$ cat src/rtl/microsequencer.sv
// Micro-program sequencer: registered uPC, conditional branches and a
// small LIFO of return addresses for micro-subroutine call/return.
module microsequencer #(
    parameter int unsigned AW         = 5,
    parameter int unsigned CCW        = 4,
    parameter int unsigned DEPTH      = 4,
    parameter int unsigned RESET_ADDR = 0,
    localparam int unsigned CSW = (CCW > 1) ? $clog2(CCW) : 1,
    localparam int unsigned SW  = $clog2(DEPTH + 1)
) (
    input  logic           clock,
    input  logic           resetn,
    input  logic [AW-1:0]  ibin,
    input  logic [AW-1:0]  sbin,
    input  logic [AW-1:0]  dbin,
    input  logic [CCW-1:0] cbin,
    input  logic [CSW-1:0] ccsel,
    input  logic           ccpol,
    input  logic [2:0]     nssel,
    input  logic           hold,
    output logic [AW-1:0]  nextst,
    output logic [AW-1:0]  upc,
    output logic [SW-1:0]  sp,
    output logic           stkfull,
    output logic           stkempty,
    output logic           ovf,
    output logic           unf
);

    localparam int unsigned IW  = (DEPTH > 1) ? $clog2(DEPTH) : 1;
    localparam int unsigned CXW = 1 << CSW;
    localparam logic [AW-1:0] RA = AW'(RESET_ADDR);

    typedef enum logic [2:0] {
        NS_SEQ  = 3'd0,
        NS_JMP  = 3'd1,
        NS_IB   = 3'd2,
        NS_SB   = 3'd3,
        NS_CJMP = 3'd4,
        NS_CALL = 3'd5,
        NS_RET  = 3'd6,
        NS_CIB  = 3'd7
    } ns_e;

    logic [AW-1:0] r_upc;
    logic [SW-1:0] r_sp;
    logic          r_ovf;
    logic          r_unf;
    logic [AW-1:0] r_stk [DEPTH];

    logic [CXW-1:0] w_cbx;
    logic           w_cond;
    logic [AW-1:0]  w_inc;
    logic [AW-1:0]  w_top;
    logic [SW-1:0]  w_spm1;
    logic           w_full;
    logic           w_empty;
    logic           w_push;
    logic           w_pop;
    logic [AW-1:0]  w_next;

    // Unused select codes read as 0 so cond never goes X for odd CCW.
    assign w_cbx   = CXW'(cbin);
    assign w_cond  = w_cbx[ccsel] ^ ccpol;
    assign w_inc   = r_upc + AW'(1);
    assign w_spm1  = r_sp - SW'(1);
    assign w_top   = r_stk[w_spm1[IW-1:0]];
    assign w_full  = (r_sp == SW'(DEPTH));
    assign w_empty = (r_sp == '0);
    assign w_push  = !hold && (ns_e'(nssel) == NS_CALL);
    assign w_pop   = !hold && (ns_e'(nssel) == NS_RET);

    always_comb begin
        w_next = w_inc;
        if (!resetn) begin
            w_next = RA;
        end else if (hold) begin
            w_next = r_upc;
        end else begin
            unique case (ns_e'(nssel))
                NS_SEQ:  w_next = w_inc;
                NS_JMP:  w_next = dbin;
                NS_IB:   w_next = ibin;
                NS_SB:   w_next = sbin;
                NS_CJMP: w_next = w_cond ? dbin : w_inc;
                NS_CALL: w_next = dbin;
                NS_RET:  w_next = w_empty ? RA : w_top;
                NS_CIB:  w_next = w_cond ? ibin : sbin;
            endcase
        end
    end

    always_ff @(posedge clock or negedge resetn) begin
        if (!resetn) begin
            r_upc <= RA;
            r_sp  <= '0;
            r_ovf <= 1'b0;
            r_unf <= 1'b0;
        end else begin
            r_upc <= w_next;
            if (w_push) begin
                if (w_full) r_ovf <= 1'b1;
                else        r_sp  <= r_sp + SW'(1);
            end
            if (w_pop) begin
                if (w_empty) r_unf <= 1'b1;
                else         r_sp  <= w_spm1;
            end
        end
    end

    // Stack storage carries no reset; only the pointer is cleared.
    always_ff @(posedge clock) begin
        if (resetn && w_push && !w_full)
            r_stk[r_sp[IW-1:0]] <= w_inc;
    end

    assign nextst   = w_next;
    assign upc      = r_upc;
    assign sp       = r_sp;
    assign stkfull  = w_full;
    assign stkempty = w_empty;
    assign ovf      = r_ovf;
    assign unf      = r_unf;

endmodule

$ cat config.mk
export PLATFORM = sky130hd
export DESIGN_NAME = microsequencer
export DESIGN_NICKNAME = d
export VERILOG_FILES = /design/src/rtl/microsequencer.sv
export SDC_FILE = /design/constraint.sdc
export NUM_CORES = 1
export LEC_CHECK = 0
export CORE_ASPECT_RATIO = 1.2
export CORE_MARGIN = 2
export CORE_UTILIZATION = 30
export DETAILED_ROUTE_END_ITERATION = 8
export SETUP_SLACK_MARGIN = 0.15
export SLEW_MARGIN = 20
export SYNTH_ARGS = -nofsm -noshare
export SYNTH_HDL_FRONTEND = slang
export SYNTH_SLANG_ARGS = --single-unit
$ cat constraint.sdc
create_clock -name clock -period 5.9 [get_ports clock]
set_input_delay 0.885 -clock clock [delete_from_list [all_inputs] [get_ports clock]]
set_output_delay 0.885 -clock clock [all_outputs]
set_load 0.05 [all_outputs]
==> Word level (Yosys, flattened, before mapping) <==
Memories as Yosys holds them, arrays and structs flattened.
Cells that the tools add are included.
{ "op_classes": {"n_addsub": 3, "order_cmp": 1, "eq_ne": 8, "muxes": 14, "bitwise_logic": 1, "n_reduce_logical": 11} }
{ "op_table": {"columns": ["cell", "n"], "rows": [
  ["$pmux 5 s7", 1],
  ["$mux 5", 5],
  ["$eq 3x3->1 const B", 5],
  ["$mux 3", 4],
  ["$eq 3x2->1 const B", 2],
  ["$logic_not 3->1", 2],
  ["$add 5x1->5 const B", 1],
  ["$logic_and 1x1->1", 4],
  ["$reduce_and 2->1", 2],
  ["$add 3x1->3 const B", 1],
  ["$eq 3x1->1 const B", 1],
  ["$lt 2x3->1 const B", 1],
  ["$mux 1", 3],
  ["$sub 3x1->3 const B", 1],
  ["$bmux 1 s2", 1],
  ["$logic_not 1->1", 2],
  ["$reduce_or 2->1", 1],
  ["$xor 1x1->1", 1]
]} }
{ "word_totals": {"ff_bits": 10, "mem_bits_rw": 20, "in_bits": 28, "wordCells": 43, "memories": 1} }
{ "mem_list": {"columns": ["memory", "depth", "width", "rd", "rd_ports_with_merged_regs", "write_ports", "line_no", "text"], "rows": [
  ["r_stk", 4, 5, 1, 0, 1, "49", "logic [AW-1:0] r_stk [DEPTH];"]
]} }

==> Longest topological paths before layout <==
{ "depth": {"ltp_word": 7, "mapped_depth": 8} }

==> Least setup slack after synthesis <==
OpenSTA, ideal clock, no wires.
{ "synth_path": {"path_kind": "reg-to-output", "start": "register r_sp[0] (netlist: sp[0])", "end": "output nextst[0]", "arrival_ns": 2.880, "t_required_ns": 5.015, "slack_ns": 2.135, "path_stages_with_launch": 9, "path_buffers": 2, "path_cell_list": "dfrtp_1 > buf_2 > inv_1 > ha_1 > clkbuf_1 > mux4_2 > nand3_1 > o211a_1 > a41oi_1"} }
{ "synth_between": {"elab_chain_len": 6} }
{ "synth_lines": {"columns": ["element", "line_no", "text"], "rows": [
  ["from (decl)", "46", "logic [SW-1:0] r_sp;"],
  ["from (signal assigned)", "103", "else r_sp <= r_sp + SW'(1);"],
  ["from (signal assigned)", "107", "else r_sp <= w_spm1;"],
  ["$sub 3x1->3", "66", "assign w_spm1 = r_sp - SW'(1);"],
  ["$mem_v2 4x5", null, null],
  ["$mux 5 *", "87", "NS_RET: w_next = w_empty ? RA : w_top;"],
  ["$pmux 5 s7 *", "80", "unique case (ns_e'(nssel))"],
  ["$mux 5 *", "77", "end else if (hold) begin"],
  ["$mux 5 *", "75", "if (!resetn) begin"],
  ["to (decl)", "21", "output logic [AW-1:0] nextst,"]
]} }
Mark *: on every way between the ends. The rest lies on a longest branch, timed or not.

==> Worst setup path in the final report <==
{ "layout_path": {"start": "input ccsel[1]", "end": "output nextst[1]"} }
{ "layout_between": {"elab_chain_len": 7} }
{ "layout_lines": {"columns": ["element", "line_no", "text"], "rows": [
  ["from (decl)", "17", "input logic [CSW-1:0] ccsel,"],
  ["$bmux 1 s2 *", "64", "assign w_cond = w_cbx[ccsel] ^ ccpol;"],
  ["$mux 1 (implied by the code) *", "64", null],
  ["$xor 1x1->1 *", "64", null],
  ["$mux 5, on equally long branches", "88, 85", null],
  ["$pmux 5 s7 *", "80", null],
  ["$mux 5 *", "77", null],
  ["$mux 5 *", "75", null]
]} }
Mark *: on every way between the ends. The rest lies on a longest branch, timed or not. The select of a mux whose other input is x is not followed.

==> flow_metrics.env <==
export IMPL_cp_max_fo=14
export IMPL_cts_hold_buf=0
export IMPL_synth_edff_count=20
export IMPL_setup_tns_ns=0
export IMPL_syn_nets=180
export IMPL_grt_pass1_wl_um=7134
export IMPL_synthToLayoutAreaGrowth_pct=32.85
export IMPL_p_per_area_nw_per_um2=351.3
export IMPL_fill_cells=593
export IMPL_fp_dieW_um=75.11
export IMPL_syn_inst=146
export IMPL_r2r_start="sp[0]"
export IMPL_status="completed"
export IMPL_synth_top_cells_by_count="edfxtp_1, dfrtp_1, inv_1, nand3_1"
export IMPL_end_kind="primary output"
export IMPL_ctsLongestPathBuffers=2
export IMPL_cts_tree="built"
export IMPL_grt_pass1_vias=1410
export IMPL_dieArea_um2=6710
export IMPL_cp_startpoint="ccsel[1]"
export IMPL_clkTransAtPathRegs_ns=0.06
export IMPL_worstHoldPathType="reg2reg"
export IMPL_fin_crit_ns=4.776
export IMPL_num_antenna_cells=0
export IMPL_antenna_found_initial=0
export IMPL_finalWirelength_um=4760
export IMPL_synth_top_area_cell="edfxtp_1"
export IMPL_ys_ff_latch=30
export IMPL_avgSynthCellArea_um2=12.47
export IMPL_core_area_um2=5934
export IMPL_max_cap_viol_count=0
export IMPL_start_kind="primary input"
export IMPL_slowest_stage="clkdlybuf4s50_1"
export IMPL_power_share_sequential_pct=33.4
export IMPL_drt_iter0_markers=50
export IMPL_finalMaxSlewViolations=0
export IMPL_synthTopCellsByArea="edfxtp_1, dfrtp_1, mux4_2"
export IMPL_required_ns=5.02
export IMPL_hold_viol=0
export IMPL_dpl_hpwl_um=3689
export IMPL_cts_sinks=30
export IMPL_min_delay_start="ovf"
export IMPL_p_int_mw=0.5267
export IMPL_insertion_delay_ns=0.28
export IMPL_rows=31
export IMPL_comb_power_share_pct=43.2
export IMPL_finalCritPeriodShare_pct=80.94
export IMPL_port_buffers=44
export IMPL_clock_fmax_mhz=209.4
export IMPL_grt_setup_unrepaired="false"
export IMPL_ant_nets=0
export IMPL_total_power_mw=0.8496
export IMPL_max_slew_margin_pct=36.09
export IMPL_nNetsFinal=223
export IMPL_post_cts_setup_buffer_count=0
export IMPL_synth_area_um2=1820
export IMPL_fp_dieH_um=89.34
export IMPL_grt_usage_pct=14.78
export IMPL_yosys_warnings=0
export IMPL_finClkSkew_ns=0.004452
export IMPL_floorplan_io_pins=45
export IMPL_initial_core_util_pct=30.68
export IMPL_synth_seq_area_share_pct=46.74
export IMPL_first_pass_iters=4
export IMPL_ys_flop_type="edfxtp_1"
export IMPL_synthMostInstantiatedCell="edfxtp_1"
export IMPL_p_clk_share_pct=23.4
export IMPL_async_flop_share_pct=33.33
export IMPL_p_sw_mw=0.3229
export IMPL_root_buffer="clkbuf_8"
export IMPL_synth_top_area_share_pct=32.99
export IMPL_overflow=0
export IMPL_peakVddDrop_v=0.0001042
export IMPL_netlist_cell_type_count=44
export IMPL_cts_buffers=5
export IMPL_via_count=1398
export IMPL_drc_errors=0
export IMPL_cp_data_arrival_time_ns=3.89
export IMPL_crit_type="in2out"
export IMPL_grt_max_degree=24
export IMPL_finalSetupViolations=0
export IMPL_place_congestion=0.8175
export IMPL_p_sw_share_pct=38.01
export IMPL_power_leakage_nw=0.8867
export IMPL_crit_chain="clkdlybuf4s50_1 > mux2i_1 > mux2i_1 > o311ai_0 > a41oi_2 > clkdlybuf4s50_1"
export IMPL_drive_gt1_share_pct=12.63
export IMPL_cts_resized=0
export IMPL_cpPeakStageDelay_ns=0.84
export IMPL_post_drt_wl_per_cell_um=17.50
export IMPL_htree_levels=2
export IMPL_tightestPinTransition_ns=0.9319
export IMPL_via_per_inst=5.140
[path summary, 6_finish.rpt]
path	end	slack, ns	cells past startpoint
worst max-delay path	nextst[1]	1.12	6
worst min-delay path	ovf	0.46	1
worst max register to register	r_stk[1][2]	3.56	5
worst min register to register	ovf	0.46	1
max in group asynchronous	upc[1]	4.36	1
min in group asynchronous	sp[0]	1.05	1
[critical path, delay by kind of cell]
kind	cells	cell delay, ns
buffers and inverters	2	1.38
muxes	2	1.04
AOI/OAI and AO/OA	2	0.58
[metal layers]
layer	track usage, %	vias up	wire length [µm]	share of wire (%)
li1	-	673	-	-
met1	16.40	685	2001	42
met2	26.48	34	2482	52
met3	3.382	6	189	4.0
met4	6.656	0	87	1.8
met5	0	-	0	0
[power groups by stage]
stage / clock network [mW] / registers, mW / logic [mW]
4_1_cts: 0.205 / 0.285 / 0.367
5_1_grt: 0.214 / 0.288 / 0.390
3_3_place_gp: 0 / 0.288 / 0.364
6_report: 0.199 / 0.284 / 0.367
2_1_floorplan: 0 / 0.343 / 0.192
3_5_place_dp: 0 / 0.289 / 0.366
[cells by family after synthesis]
group | Yosys count | synth area share [%]
multiplexers | 17 | 14.02
XOR/XNOR | 5 | 2.406
AND/OR/NAND/NOR | 37 | 12.65
buffers and inverters | 16 | 4.467
adder cells (fa/ha/maj) | 6 | 4.124
AO/OA/AOI/OAI | 35 | 15.60
flip-flops | 30 | 46.74
[flip-flops by register name (all words and copies together), names as in the netlist]
register	cells
upc	5
sp	3
unf	1
ovf	1
r_stk	20
[per-stage QoR]
step,hold WS [ns],cell area [µm²],std cells,worst slack (ns),util [%]
after global routing,0.4975,2419,272,0.9229,40.75
after global placement,0.4432,2312,264,1.159,38.96
after CTS,0.4650,2419,272,1.141,40.75
after floorplan,0.5894,1821,146,2.135,-
final,0.4645,2419,272,1.124,40.75
after detailed placement,0.4464,2312,264,1.158,38.96
[cell type report]
type,instances,area (µm²),share of cell area [%]
Clock inverter,1,30.03,1.242
Tap cell,82,102.6,4.242
Sequential cell,30,850.8,35.18
Clock buffer,7,76.32,3.156
Timing Repair Buffer,44,440.4,18.21
Multi-Input combinational cell,100,888.4,36.73
Inverter,8,30.03,1.242
[cells in the final DEF (no fill, tap or decap), types with 2 or more instances in the layout]
master	netlist	routed
mux2i_1	6	6
a31oi_1	2	2
o21ai_0	6	6
xnor2_1	3	3
a41oi_2	3	3
o311a_1	3	3
nand2_1	5	5
xor2_1	2	2
inv_1	8	8
ha_1	6	6
edfxtp_1	20	20
mux2_2	4	4
a21oi_1	6	6
and3_1	6	6
clkdlybuf4s50_1	0	44
clkbuf_8	0	5
dfrtp_1	10	10
nor2_1	2	2
o2111ai_1	4	4
nand3_1	8	8
mux4_2	6	6
o311ai_0	5	5
clkbuf_1	1	2
nand4_1	3	3
nand4b_1	4	4
(Power assumes the default switching activity.)
